===== src/rtl/fp_acc_seq.sv =====
// Multi-cycle floating-point adder/accumulator: pairwise add (mode 0) or run sum (mode 1), truncating, exceptions flush to zero.
// Result 4 cycles after accept (ALIGN, ADD, NORM, OUT); one beat in flight, so in_ready drops until IDLE; OUT holds under out_ready=0.
module fp_acc_seq #(
  parameter int EXP_W = 8,
  parameter int MAN_W = 23,
  parameter int CNT_W = 8,
  localparam int W = 1 + EXP_W + MAN_W
) (
  input  logic             i_clk,
  input  logic             i_rst_n,
  input  logic             i_mode,
  input  logic             i_in_valid,
  output logic             o_in_ready,
  input  logic [W-1:0]     i_a,
  input  logic [W-1:0]     i_b,
  input  logic             i_last,
  output logic             o_out_valid,
  input  logic             i_out_ready,
  output logic [W-1:0]     o_out,
  output logic             o_ex,
  output logic [CNT_W-1:0] o_cnt
);

  typedef enum logic [2:0] {S_IDLE, S_ALIGN, S_ADD, S_NORM, S_OUT} state_t;

  typedef struct packed {
    logic             s;
    logic [EXP_W-1:0] e;
    logic [MAN_W-1:0] m;
  } fp_t;

  localparam int               LZ_W    = $clog2(MAN_W + 2);
  localparam logic [EXP_W-1:0] EXP_MAX = '1;
  localparam logic [EXP_W-1:0] SH_MAX  = EXP_W'(MAN_W + 1);

  state_t r_state, w_state_nxt;

  logic             r_first, r_mode, r_end;
  fp_t              r_opa, r_opb, r_acc;
  logic             r_ex;
  logic [CNT_W-1:0] r_cnt;

  logic             r_big_s, r_sub;
  logic [EXP_W-1:0] r_big_e;
  logic [MAN_W:0]   r_big_m, r_sml_m;

  logic [MAN_W+1:0] r_sum;
  logic [EXP_W-1:0] r_sum_e;
  logic             r_sum_s;

  fp_t              r_out;
  logic             r_out_ex;
  logic [CNT_W-1:0] r_out_cnt;

  always_ff @(posedge i_clk) begin
    if (!i_rst_n) r_state <= S_IDLE;
    else          r_state <= w_state_nxt;
  end

  always_comb begin
    w_state_nxt = r_state;
    o_in_ready  = 1'b0;
    o_out_valid = 1'b0;
    case (r_state)
      S_IDLE: begin
        o_in_ready = 1'b1;
        if (i_in_valid) w_state_nxt = S_ALIGN;
      end
      S_ALIGN: w_state_nxt = S_ADD;
      S_ADD:   w_state_nxt = S_NORM;
      S_NORM:  w_state_nxt = r_end ? S_OUT : S_IDLE;
      S_OUT: begin
        o_out_valid = 1'b1;
        if (i_out_ready) w_state_nxt = S_IDLE;
      end
      default: w_state_nxt = S_IDLE;
    endcase
  end

  // Mode is sampled only on the first beat of a run.
  logic w_accept, w_mode_eff, w_run_end;
  assign w_accept   = i_in_valid & o_in_ready;
  assign w_mode_eff = r_first ? i_mode : r_mode;
  assign w_run_end  = !w_mode_eff | i_last;

  logic             w_a_big, w_inf;
  logic [MAN_W:0]   w_a_m, w_b_m, w_sml_m, w_sml_sh;
  logic [EXP_W-1:0] w_sml_e, w_diff;

  always_comb begin
    w_a_m    = (r_opa.e == '0) ? '0 : {1'b1, r_opa.m};
    w_b_m    = (r_opb.e == '0) ? '0 : {1'b1, r_opb.m};
    w_a_big  = {r_opa.e, w_a_m} >= {r_opb.e, w_b_m};
    w_sml_m  = w_a_big ? w_b_m   : w_a_m;
    w_sml_e  = w_a_big ? r_opb.e : r_opa.e;
    w_diff   = (w_a_big ? r_opa.e : r_opb.e) - w_sml_e;
    w_sml_sh = (w_diff > SH_MAX) ? '0 : (w_sml_m >> w_diff);
    w_inf    = (r_opa.e == EXP_MAX) | (r_opb.e == EXP_MAX);
  end

  logic [LZ_W-1:0]  w_lz;
  logic [MAN_W-1:0] w_frac;
  logic [EXP_W+1:0] w_exp_n;
  logic             w_zero, w_uf, w_ovf;
  fp_t              w_res;

  always_comb begin
    w_lz = '0;
    for (int i = 0; i <= MAN_W; i++) begin
      if (r_sum[i]) w_lz = LZ_W'(MAN_W - i);
    end
  end

  // Exponent carried two bits wide so underflow shows as a set MSB.
  always_comb begin
    if (r_sum[MAN_W+1]) begin
      w_frac  = r_sum[MAN_W:1];
      w_exp_n = {2'b00, r_sum_e} + (EXP_W+2)'(1);
    end else begin
      w_frac  = MAN_W'(r_sum[MAN_W:0] << w_lz);
      w_exp_n = {2'b00, r_sum_e} - (EXP_W+2)'(w_lz);
    end
    w_zero = (r_sum == '0);
    w_uf   = w_exp_n[EXP_W+1] | (w_exp_n == '0);
    w_ovf  = !w_zero && !w_uf && (w_exp_n >= {2'b00, EXP_MAX});
    if (w_zero || w_uf || w_ovf) w_res = '0;
    else                         w_res = {r_sum_s, w_exp_n[EXP_W-1:0], w_frac};
  end

  always_ff @(posedge i_clk) begin
    if (!i_rst_n) begin
      r_first   <= 1'b1;
      r_mode    <= 1'b0;
      r_end     <= 1'b0;
      r_opa     <= '0;
      r_opb     <= '0;
      r_acc     <= '0;
      r_ex      <= 1'b0;
      r_cnt     <= '0;
      r_big_s   <= 1'b0;
      r_sub     <= 1'b0;
      r_big_e   <= '0;
      r_big_m   <= '0;
      r_sml_m   <= '0;
      r_sum     <= '0;
      r_sum_e   <= '0;
      r_sum_s   <= 1'b0;
      r_out     <= '0;
      r_out_ex  <= 1'b0;
      r_out_cnt <= '0;
    end else begin
      case (r_state)
        S_IDLE: if (w_accept) begin
          r_first <= w_run_end;
          r_mode  <= w_mode_eff;
          r_end   <= w_run_end;
          r_opa   <= i_a;
          r_opb   <= !w_mode_eff ? i_b : (r_first ? '0 : r_acc);
          if (r_first) begin
            r_ex  <= 1'b0;
            r_cnt <= CNT_W'(1);
          end else if (r_cnt != '1) begin
            r_cnt <= r_cnt + CNT_W'(1);
          end
        end
        S_ALIGN: begin
          r_big_s <= w_a_big ? r_opa.s : r_opb.s;
          r_sub   <= r_opa.s ^ r_opb.s;
          r_big_e <= w_a_big ? r_opa.e : r_opb.e;
          r_big_m <= w_a_big ? w_a_m : w_b_m;
          r_sml_m <= w_sml_sh;
          if (w_inf) r_ex <= 1'b1;
        end
        S_ADD: begin
          r_sum   <= r_sub ? ({1'b0, r_big_m} - {1'b0, r_sml_m})
                           : ({1'b0, r_big_m} + {1'b0, r_sml_m});
          r_sum_e <= r_big_e;
          r_sum_s <= r_big_s;
        end
        S_NORM: begin
          if (r_end) begin
            r_out     <= (r_ex | w_ovf) ? '0 : w_res;
            r_out_ex  <= r_ex | w_ovf;
            r_out_cnt <= r_cnt;
          end else begin
            r_acc <= w_res;
            if (w_ovf) r_ex <= 1'b1;
          end
        end
        default: ;
      endcase
    end
  end

  assign o_out = r_out;
  assign o_ex  = r_out_ex;
  assign o_cnt = r_out_cnt;

endmodule


===== config.mk =====
export PLATFORM = sky130hd
export DESIGN_NAME = fp_acc_seq
export DESIGN_NICKNAME = d
export VERILOG_FILES = /design/src/rtl/fp_acc_seq.sv
export SDC_FILE = /design/constraint.sdc
export NUM_CORES = 1
export LEC_CHECK = 0
export BUFFER_PORTS_ARGS = -buffer_cell sky130_fd_sc_hd__buf_2
export CAP_MARGIN = 20
export CORE_MARGIN = 2
export CORE_UTILIZATION = 50
export CTS_CLUSTER_DIAMETER = 200
export DETAILED_ROUTE_END_ITERATION = 12
export GPL_TIMING_DRIVEN = 0
export PLACE_DENSITY_LB_ADDON = 0.05
export SYNTH_ARGS = -nofsm -noshare
export SYNTH_HDL_FRONTEND = slang
export SYNTH_SLANG_ARGS = --single-unit

===== constraint.sdc =====
create_clock -name i_clk -period 11.2 [get_ports i_clk]
set_input_delay 1.12 -clock i_clk [delete_from_list [all_inputs] [get_ports i_clk]]
set_output_delay 1.12 -clock i_clk [all_outputs]
set_load 0.01 [all_outputs]

# ---- Word level (Yosys, flattened, before mapping)
# Cells that the tools add are included.
dict set report classes {
  addsub 6
  reduce_logical 20
  eq_ne 14
  shifts 2
  bitwise 7
  mux 54
  n_lt_le_gt_ge 3
}
# cell count
set op_table {}
lappend op_table {{2-to-1 mux 32 bit} 4}
lappend op_table {{2-to-1 mux 24 bit} 5}
lappend op_table {{2-to-1 mux 5 bit} 24}
lappend op_table {{>= comparator 32 bit} 1}
lappend op_table {{2-to-1 mux 8 bit} 4}
lappend op_table {{adder 24 x 24 -> 25 bit} 1}
lappend op_table {{logical NOT 25 bit} 1}
lappend op_table {{2-to-1 mux 25 bit} 1}
lappend op_table {{subtractor 24 x 24 -> 25 bit} 1}
lappend op_table {{<< shifter 24 x 5 -> 23 bit} 1}
lappend op_table {{>> shifter 24 x 8 -> 24 bit} 1}
lappend op_table {{2-to-1 mux 23 bit} 1}
lappend op_table {{== test 8 bit, second input constant} 2}
lappend op_table {{logical NOT 8 bit} 2}
lappend op_table {{case mux 3 bit (5 select lines)} 1}
lappend op_table {{!= test 2 bit, second input constant} 7}
lappend op_table {{>= comparator 10 x 8 -> 1 bit, second input constant} 1}
lappend op_table {{logical NOT 10 bit} 1}
lappend op_table {{2-to-1 mux 10 bit} 1}
lappend op_table {{adder 8 x 1 -> 9 bit, second input constant} 1}
lappend op_table {{2-to-1 mux 1 bit} 9}
lappend op_table {{2-to-1 mux 3 bit} 3}
lappend op_table {{subtractor 8 x 5 -> 9 bit} 1}
lappend op_table {{adder 8 x 1 -> 8 bit, second input constant} 1}
lappend op_table {{20 further kinds} 31}
dict set report word_totals {
  word_cells 134
  register_bits 244
  in_bits 70
  out_inout_bits 43
}

# ---- Longest topological paths before layout
# Gate-level depths: netlist of run 1.
dict set report depth {
  ltp_word 34
  ltp_mapped 27
  mapped_depth_nobuf 22
}

# ---- Least setup slack after synthesis of run 1
# OpenSTA, ideal clock, no wires.
dict set report synth_path {
  kind {register -> register}
  startpoint {reg r_sum[1]}
  endpoint {reg r_acc[19] (netlist bit)}
  slack_ns 5.754
  path_buffers 1
  path_stages_with_launch 24
  arrival_ns 5.314
  path_cell_list {dfxtp_1 > nand2b_1 > a21oi_1 > o21ai_0 > a21oi_1 > o21ba_2 > o21a_1 > o31ai_1 > clkbuf_1 > inv_1 > ha_1 > fa_1 > nand2b_1 > a21boi_1 > o21ai_1 > nand3b_1 > o21ai_1 > or4_1 > or4_1 > o311a_1 > and3_1 > a2111o_1 > o22ai_1 > a21oi_1}
}
dict set report synth_via {
  elab_chain_cells 32
  elab_cells_between_ends 38
  classes_between {1 x add/sub; 1 x order compare; 1 x shift; 26 x mux; 1 x bitwise; 8 x reduce/logical}
}
# element line
set synth_lines {}
lappend synth_lines {{start: declaration} 47} ;# logic [MAN_W+1:0] r_sum;
lappend synth_lines {{start signal: assignment} 175} ;# r_sum <= r_sub ? ({1'b0, r_big_m} - {1'b0, r_sml_m})
lappend synth_lines {{parallel branches: the longest is 31 deep, another holds 2-to-1 mux 5 bit} n/a}
lappend synth_lines {{2-to-1 mux 32 bit *} 126} ;# if (w_zero || w_uf || w_ovf) w_res = '0;
lappend synth_lines {{end signal: assignment} 186} ;# r_acc <= w_res;
lappend synth_lines {{end: declaration} 39} ;# fp_t r_opa, r_opb, r_acc;
# Every way passes the cells marked *.
# A chain may end at the register's enable or synchronous reset.

# ---- Final worst setup path of run 1
dict set report layout_path {
  startpoint {reg r_opa[28] (netlist bit)}
  endpoint {reg r_sml_m[4]}
}
dict set report layout_via {
  elab_chain_cells 7
  elab_cells_between_ends 10
  classes_between {1 x add/sub; 2 x order compare; 1 x shift; 5 x mux; 1 x reduce/logical}
}
# element line
set layout_lines {}
lappend layout_lines {{start: declaration} 39}
lappend layout_lines {{start signal: assignment} 157} ;# r_opa <= i_a;
lappend layout_lines {{logical NOT 8 bit} 91} ;# w_a_m = (r_opa.e == '0) ? '0 : {1'b1, r_opa.m};
lappend layout_lines {{2-to-1 mux 24 bit} 91}
lappend layout_lines {{>= comparator 32 bit} 93} ;# w_a_big = {r_opa.e, w_a_m} >= {r_opb.e, w_b_m};
lappend layout_lines {{2-to-1 mux 8 bit (on tied branches)} {96, 95}}
lappend layout_lines {{subtractor 8 bit} 96} ;# w_diff = (w_a_big ? r_opa.e : r_opb.e) - w_sml_e;
lappend layout_lines {{>> shifter 24 x 8 -> 24 bit / > comparator 8 x 5 -> 1 bit (equally long branches)} 97} ;# w_sml_sh = (w_diff > SH_MAX) ? '0 : (w_sml_m >> w_diff);
lappend layout_lines {{2-to-1 mux 24 bit *} 97}
lappend layout_lines {{end signal: assignment} 171} ;# r_sml_m <= w_sml_sh;
lappend layout_lines {{end: declaration} 45} ;# logic [MAN_W:0] r_big_m, r_sml_m;
# Every way passes the cells marked *; elsewhere a longest branch is shown, timed or not.

==> results of run 1 <==
synth_stat cells (17+ instances only):
cell / instances
nand2_1: 339
inv_1: 72
nand3_1: 55
and3_1: 21
o21ai_0: 97
ha_1: 66
o211ai_1: 24
a211oi_1: 50
nor2_1: 243
a22oi_1: 26
nand2b_1: 17
nor3_1: 83
clkbuf_1: 127
and2_1: 21
mux2i_1: 47
dfxtp_1: 244
xor2_1: 18
xnor2_1: 42
a31oi_1: 24
a21oi_1: 177
a221oi_1: 40
where the power goes:
part	total (mW)	switching (mW)	internal, mW	leakage (nW)
clock network	0.970	0.395	0.575	0.482
logic	2.62	1.77	0.850	4.52
registers	0.984	0.0600	0.924	1.98
how the worst min path moves through the flow:
stage / start / to / slack, ns / cells past startpoint
finish: o_out[14] / o_out[14] / 0.45 / 2
global route: r_acc[9] / r_acc[9] / 0.48 / 2
CTS: o_cnt[3] / o_cnt[3] / 0.45 / 2
detailed placement: o_out[15] / o_out[15] / 0.44 / 2
global placement: o_out[12] / o_out[12] / 0.44 / 2
floorplan: r_acc[11] / r_acc[11] / 0.43 / 2
cell families after synthesis:
family                   synth area share
AO/OA/AOI/OAI                       0.259
XOR/XNOR                           0.0331
adder cells (fa/ha/maj)            0.0545
buffers and inverters              0.0540
flip-flops                          0.307
multiplexers                       0.0530
AND/OR/NAND/NOR                     0.239
through the flow:
step / std cells / util / setup WS, ns
after global placement: 2649 / 0.540 / 4.10
final: 2703 / 0.572 / 3.88
after CTS: 2703 / 0.572 / 4.08
after floorplan: 2135 / - / 5.75
after detailed placement: 2649 / 0.540 / 4.12
after global routing: 2703 / 0.572 / 3.47
state kept, by name (all words and copies together) (netlist names):
name     count
o_out       32
r_acc       32
r_opa       32
r_opb       32
r_sum       25
r_big_m     24
r_sml_m     24
o_cnt        8
r_big_e      8
r_cnt        8
r_sum_e      8
r_state      3
o_ex         1
r_big_s      1
r_end        1
r_ex         1
r_first      1
r_mode       1
r_sub        1
r_sum_s      1
final cells by class:
type	instances	area [um2]
clock inverter	10	131
buffer	146	573
multi-input combinational	1669	10200
fill	3084	13400
sequential	244	4880
inverter	76	285
tap	402	503
clock buffer	44	852
timing repair buffer	112	561
critical path, delay by kind of cell (launching register included):
kind	cells	cell delay, ns
buffers and inverters	9	2.91
AOI/OAI and AO/OA	6	1.69
and+or+nand+nor	7	1.26
adders and majority gates	2	0.65
muxes	1	0.36
DFF	1	0.32
metal layers:
metal,share of wire,global-route usage,wire length (um)
met1,0.42,0.490,26100
met2,0.45,0.588,28100
met3,0.094,0.0641,5850
met4,0.037,0.124,2310
met5,0,0,0
==> summary.md, run 1 <==
| Metric | Value |
|---|---|
| Status | `completed` |
| GR Overflow Total | `0` |
| Predominant post-synthesis flop cell | `dfxtp_1` |
| Final cycle utilization of the critical path | `0.654` |
| FFs w/ async S/R, synth | `0` |
| Synth unique cells | `87` |
| Top Ports | `113` |
| Slew headroom | `0.263` |
| Post-synthesis sequential area ratio | `0.307` |
| # resized after CTS | `0` |
| Residual DRC | `0` |
| CTS tree | `built` |
| Commonest non-fill, non-tap cell in the layout | `nand2_1` |
| Top cell type's share of synthesized area | `0.307` |
| Area Growth Syn to Fin | `12.9%` |
| Die H | `182 um` |
| Core area | `0.0314 mm2` |
| Vias in the first global route | `15,800` |
| RR Startpoint | `r_opa[28]` |
| Most frequent cells in the layout | `339 x nand2_1, 244 x dfxtp_1, 243 x nor2_1` |
| CP dominant cell by count | `clkbuf_1` |
| R2R cell count | `25` |
| CP Max Fanout | `10` |
| Critical Path AT | `7.79 ns` |
| Initial antenna violation count | `0` |
| Port-buffer cells | `112` |
| Clk pin slew, worst setup/hold paths | `0.06 ns` |
| Leak Pwr | `6.98 nW` |
| CP required | `11.67 ns` |
| Die area | `0.0332 mm2` |
| Setup crit start kind | `flip-flop` |
| Avg Synthesized Cell Area | `7.45 um2` |
| Layout cells sized above 1 | `0.0956` |
| Total track usage | `0.364` |
| Cell area after layout | `0.0179 mm2` |
| Mapped Cells | `2,135` |
| Tightest hold margin | `0.452 ns` |
| Net count after synthesis | `2,273` |
| Max cap viols | `0` |
| Global placement routability congestion | `1.01` |
| Chip width | `182 um` |
| Post-synth EDFFs | `0` |
| Crit-path max cell delay | `0.53 ns` |
| H-tree depth | `1` |
| CP Class | `reg2reg` |
| Post-synth top area cell | `dfxtp_1` |
| Clock Latency Late Sink | `0.57 ns` |
| Worst Hold Class | `reg2reg` |
| Final-report hold violation count | `0` |
| Synthesized cell area | `0.0159 mm2` |
| Clock skew | `0.0285 ns` |
| Worst setup startpoint | `r_opa[28]` |
| Setup repair after global routing missed its margin | `false` |
| Final nets | `2,416` |
| Power Total | `4.58 mW` |
| CP max stage cell | `a2111oi_0` |
| Area after DPL | `0.0170 mm2` |
| Setup bufs post-CTS | `0` |
| Yosys reg bits | `244` |
| Routed WL per cell | `23.1 um` |
| Pwr Density | `255 mW/mm2` |
| Antenna-violating nets left | `0` |
| Antenna cells | `0` |
| Via Count | `17,200` |
| Max IR drop VDD | `0.000130 V` |
| Initial DRT Pass Iterations | `8` |
| CP Capture Type | `flip-flop` |
| Tightest Pin Transition | `1.11 ns` |
| Final WL | `62,300 um` |
| Initial Utilization | `0.506` |
| Initial DRC Count | `1,972` |
| Count of final setup violators | `0` |
| Max-slew violation count | `0` |
| Root buf cell | `clkbuf_16` |
| R2R Setup Slk | `3.88 ns` |
| Largest net degree at the start of global routing | `16` |
| Hpwl dp | `48,900 um` |
| Synthesis warning total | `0` |
| Total Neg Setup Slack | `0 ns` |
| Clk buf depth | `3` |
| Setup crit end | `r_sml_m[4]` |
| Total CTS buffers | `29` |
| Num rows | `65` |
| Area contributors post-synth | `dfxtp_1 31%, nand2_1 8.0%, nor2_1 5.7%` |
| FMAX | `0.137 GHz` |
| Avg Vias per Cell | `6.35` |
| CTS Hold Bufs | `0` |
| Final min period | `7.32 ns` |
| Reg2reg end | `r_sml_m[4]` |
| CTS sink count | `244` |
| Global-route wire length before repair | `93,500 um` |
No activity file was read; power rests on OpenSTA's default activity.
==> inputs of run 2 (changes only) <==
ABC_AREA = 1   (was unset)
clock period = 7.19 ns   (was 11.2 ns; I/O delays follow)
==> summary.md, run 2 <==
| Metric | Value |
|---|---|
| Placed cell count | `2,898 (+9.4%)` |
| Count of final setup violators | `0 (unchanged)` |
| CTS Hold Bufs | `0 (unchanged)` |
| Antenna-violating nets left | `0 (unchanged)` |
| Initial DRC Count | `1,654 (-16%)` |
| Max-slew violation count | `0 (unchanged)` |
| Leak Pwr | `7.90 nW (+13%)` |
| CP max stage cell | `xor2_1` |
| Initial DRT Pass Iterations | `6 (-2)` |
| Final min period | `6.12 ns (-1.20 ns)` |
| Synth unique cells | `51 (-41%)` |
| Global-route wire length before repair | `89,000 um (-4.8%)` |
| Pwr Density | `394 mW/mm2 (+55%)` |
| Top cell type's share of synthesized area | `0.313 (+0.00571)` |
| Residual DRC | `0 (unchanged)` |
| Final WL | `58,500 um (-6.2%)` |
| Status | `completed` |
| Vias in the first global route | `15,700 (-0.49%)` |
| Avg Vias per Cell | `5.88 (-7.4%)` |
| Predominant post-synthesis flop cell | `dfxtp_1` |
| Die area | `0.0326 mm2 (-1.8%)` |
| FMAX | `0.163 GHz (+20%)` |
| Post-synth EDFFs | `0 (unchanged)` |
| Synthesis warning total | `0 (unchanged)` |
| Count leader, synth | `nand2_1` |
| CP required | `7.59 ns (-4.08 ns)` |
| Initial antenna violation count | `0 (unchanged)` |
| Final cycle utilization of the critical path | `0.851 (+0.198)` |
| Total track usage | `0.346 (-0.0175)` |
| Final Non-Filler Cells | `2,950 (+9.1%)` |
| Area Growth Syn to Fin | `13.1%` |
| Largest net degree at the start of global routing | `16 (unchanged)` |
| # resized after CTS | `0 (unchanged)` |
| Die H | `181 um (-0.90%)` |
| Post-synthesis sequential area ratio | `0.313 (+0.00571)` |
| Clk pin slew, worst setup/hold paths | `0.06 ns (about the same)` |
| FFs w/ async S/R, synth | `0 (unchanged)` |
| Clock skew | `0.0335 ns (+0.00509 ns)` |
| CP Capture Type | `flip-flop` |
| Slew headroom | `0.326 (+0.0634)` |
| Worst Hold Class | `in2reg` |
| Yosys reg bits | `244 (unchanged)` |
| Num rows | `64 (-1.5%)` |
| Final nets | `2,670 (+11%)` |
| Initial Utilization | `0.509 (+0.00248)` |
| Global placement routability congestion | `1.01 (+0.24%)` |
| Max cap viols | `0 (unchanged)` |
| H-tree depth | `1 (unchanged)` |
| Max IR drop VDD | `0.000219 V (+69%)` |
| Root buf cell | `clkbuf_16` |
| Net count after synthesis | `2,528 (+11%)` |
| Avg Synthesized Cell Area | `6.53 um2 (-12%)` |
| Final-report hold violation count | `0 (unchanged)` |
| CTS sink count | `244 (unchanged)` |
| Total Neg Setup Slack | `0 ns (unchanged)` |
| Via Count | `17,300 (+1.1%)` |
| Area after DPL | `0.0167 mm2 (-1.8%)` |
| Top Ports | `113 (unchanged)` |
| Synth cell count leaders | `546 x nand2_1, 277 x nand3_1, 253 x a21oi_1` |
| Mapped Cells | `2,390 (+12%)` |
| Commonest non-fill, non-tap cell in the layout | `nand2_1` |
| Setup crit start kind | `flip-flop` |
| Multi-input combinational cell area | `0.00917 mm2 (-9.7%)` |
| Clock Latency Late Sink | `0.59 ns (+0.02 ns)` |
| Synthesized cell area | `0.0156 mm2 (-1.8%)` |
| Clk buf depth | `3 (unchanged)` |
| Register area | `0.00488 mm2 (unchanged)` |
| CP Max Fanout | `10 (unchanged)` |
| Worst slack, placed | `1.33 ns (-2.80 ns)` |
| Port-buffer cells | `112 (unchanged)` |
| Most frequent cells in the layout | `546 x nand2_1, 277 x nand3_1, 253 x a21oi_1` |
| Hpwl dp | `47,100 um (-3.6%)` |
| CP Class | `reg2reg` |
| GR Overflow Total | `0 (unchanged)` |
| Routed WL per cell | `19.8 um (-14%)` |
| Cell area after layout | `0.0176 mm2 (-1.7%)` |
| Final Core Density | `0.575 (+0.00381)` |
| Layout cells sized above 1 | `0.0807 (-0.0150)` |
| Antenna cells | `0 (unchanged)` |
| CTS tree | `built` |
| Crit-path max cell delay | `0.61 ns (+0.08 ns)` |
| Chip width | `181 um (-0.90%)` |
| Worst Setup Slack, final | `1.07 ns (-2.81 ns)` |
| Critical Path AT | `6.52 ns (-1.27 ns)` |
| Setup repair after global routing missed its margin | `false` |
| Core area | `0.0307 mm2 (-2.3%)` |
| Post-synth top area cell | `dfxtp_1` |
| Area contributors post-synth | `dfxtp_1 31%, nand2_1 13%, nand3_1 8.9%` |
| Tightest Pin Transition | `1.01 ns (-0.0950 ns)` |
| Total CTS buffers | `28 (-3.4%)` |
| CP dominant cell by count | `nand2_1` |
| Layout filler cell count | `3,092 (+0.26%)` |
| Setup bufs post-CTS | `0 (unchanged)` |
==> run 2: changes by cell type after synthesis, moves of 24 or more <==
cell / before / now
o21ai_0: 97 / 189
a22oi_1: 26 / 0
a221oi_1: 40 / 4
a211oi_1: 50 / 4
nor3_1: 83 / 22
xnor2_1: 42 / 18
nand3_1: 55 / 277
nand4_1: 13 / 58
mux2i_1: 47 / 0
inv_1: 72 / 251
nand2_1: 339 / 546
a21oi_1: 177 / 253
nor2_1: 243 / 109
==> run 2: power breakdown <==
part / leakage, nW / switching, mW / internal (mW) / total [mW]
Combinational: 5.42 / 2.70 / 1.23 / 3.93
Sequential: 1.99 / 0.0905 / 1.45 / 1.54
Clock: 0.492 / 0.617 / 0.879 / 1.50
==> run 2: kinds of logic after synthesis <==
group                    share of synthesized area
adder cells (fa/ha/maj)                     0.0555
buffers and inverters                       0.0998
AND/OR/NAND/NOR                              0.295
AO/OA/AOI/OAI                                0.204
flip-flops                                   0.313
XOR/XNOR                                    0.0324
==> run 2: worst max-delay path, delay by kind of cell (launching register included) <==
kind | cells | cell delay (ns)
flops | 1 | 0.49
buf+inv | 7 | 1.39
compound gates | 2 | 0.29
simple gates | 17 | 2.62
fa+ha+maj | 2 | 0.53
xor+xnor | 1 | 0.61
==> run 2: cell type report <==
class / instances / area share
multi-input combinational: 1744 / 0.519
sequential: 244 / 0.277
inverter: 260 / 0.0553
clock buffer: 38 / 0.0464
buffer: 142 / 0.0330
timing repair buffer: 112 / 0.0318
tap: 396 / 0.0281
clock inverter: 14 / 0.00943
==> run 2: through the flow <==
stage                     hold WS (ns)  power, mW
after floorplan                  0.438       4.33
after global placement           0.450       5.36
after detailed placement         0.452       5.39
after CTS                        0.382       6.88
after global routing             0.397       7.46
final                            0.399       6.96
==> run 2: final timing paths <==
path	end	slack (ns)	start	cells after the start
worst max register to register	r_sml_m[2]	1.07	r_opb[27]	29
worst min-delay path	r_opa[0]	0.40	i_a[0]	3
worst min register to register	o_cnt[3]	0.46	o_cnt[3]	2
worst max-delay path	r_sml_m[2]	1.07	r_opb[27]	29
==> run 2: layer usage <==
layer  vias to the layer above  routed length (um)  GRT usage
li1                       8382                   -          -
met1                      8031               24800      0.452
met2                       790               26800      0.569
met3                       138                4180     0.0432
met4                         0                2660      0.160
met5                         -                   0          0
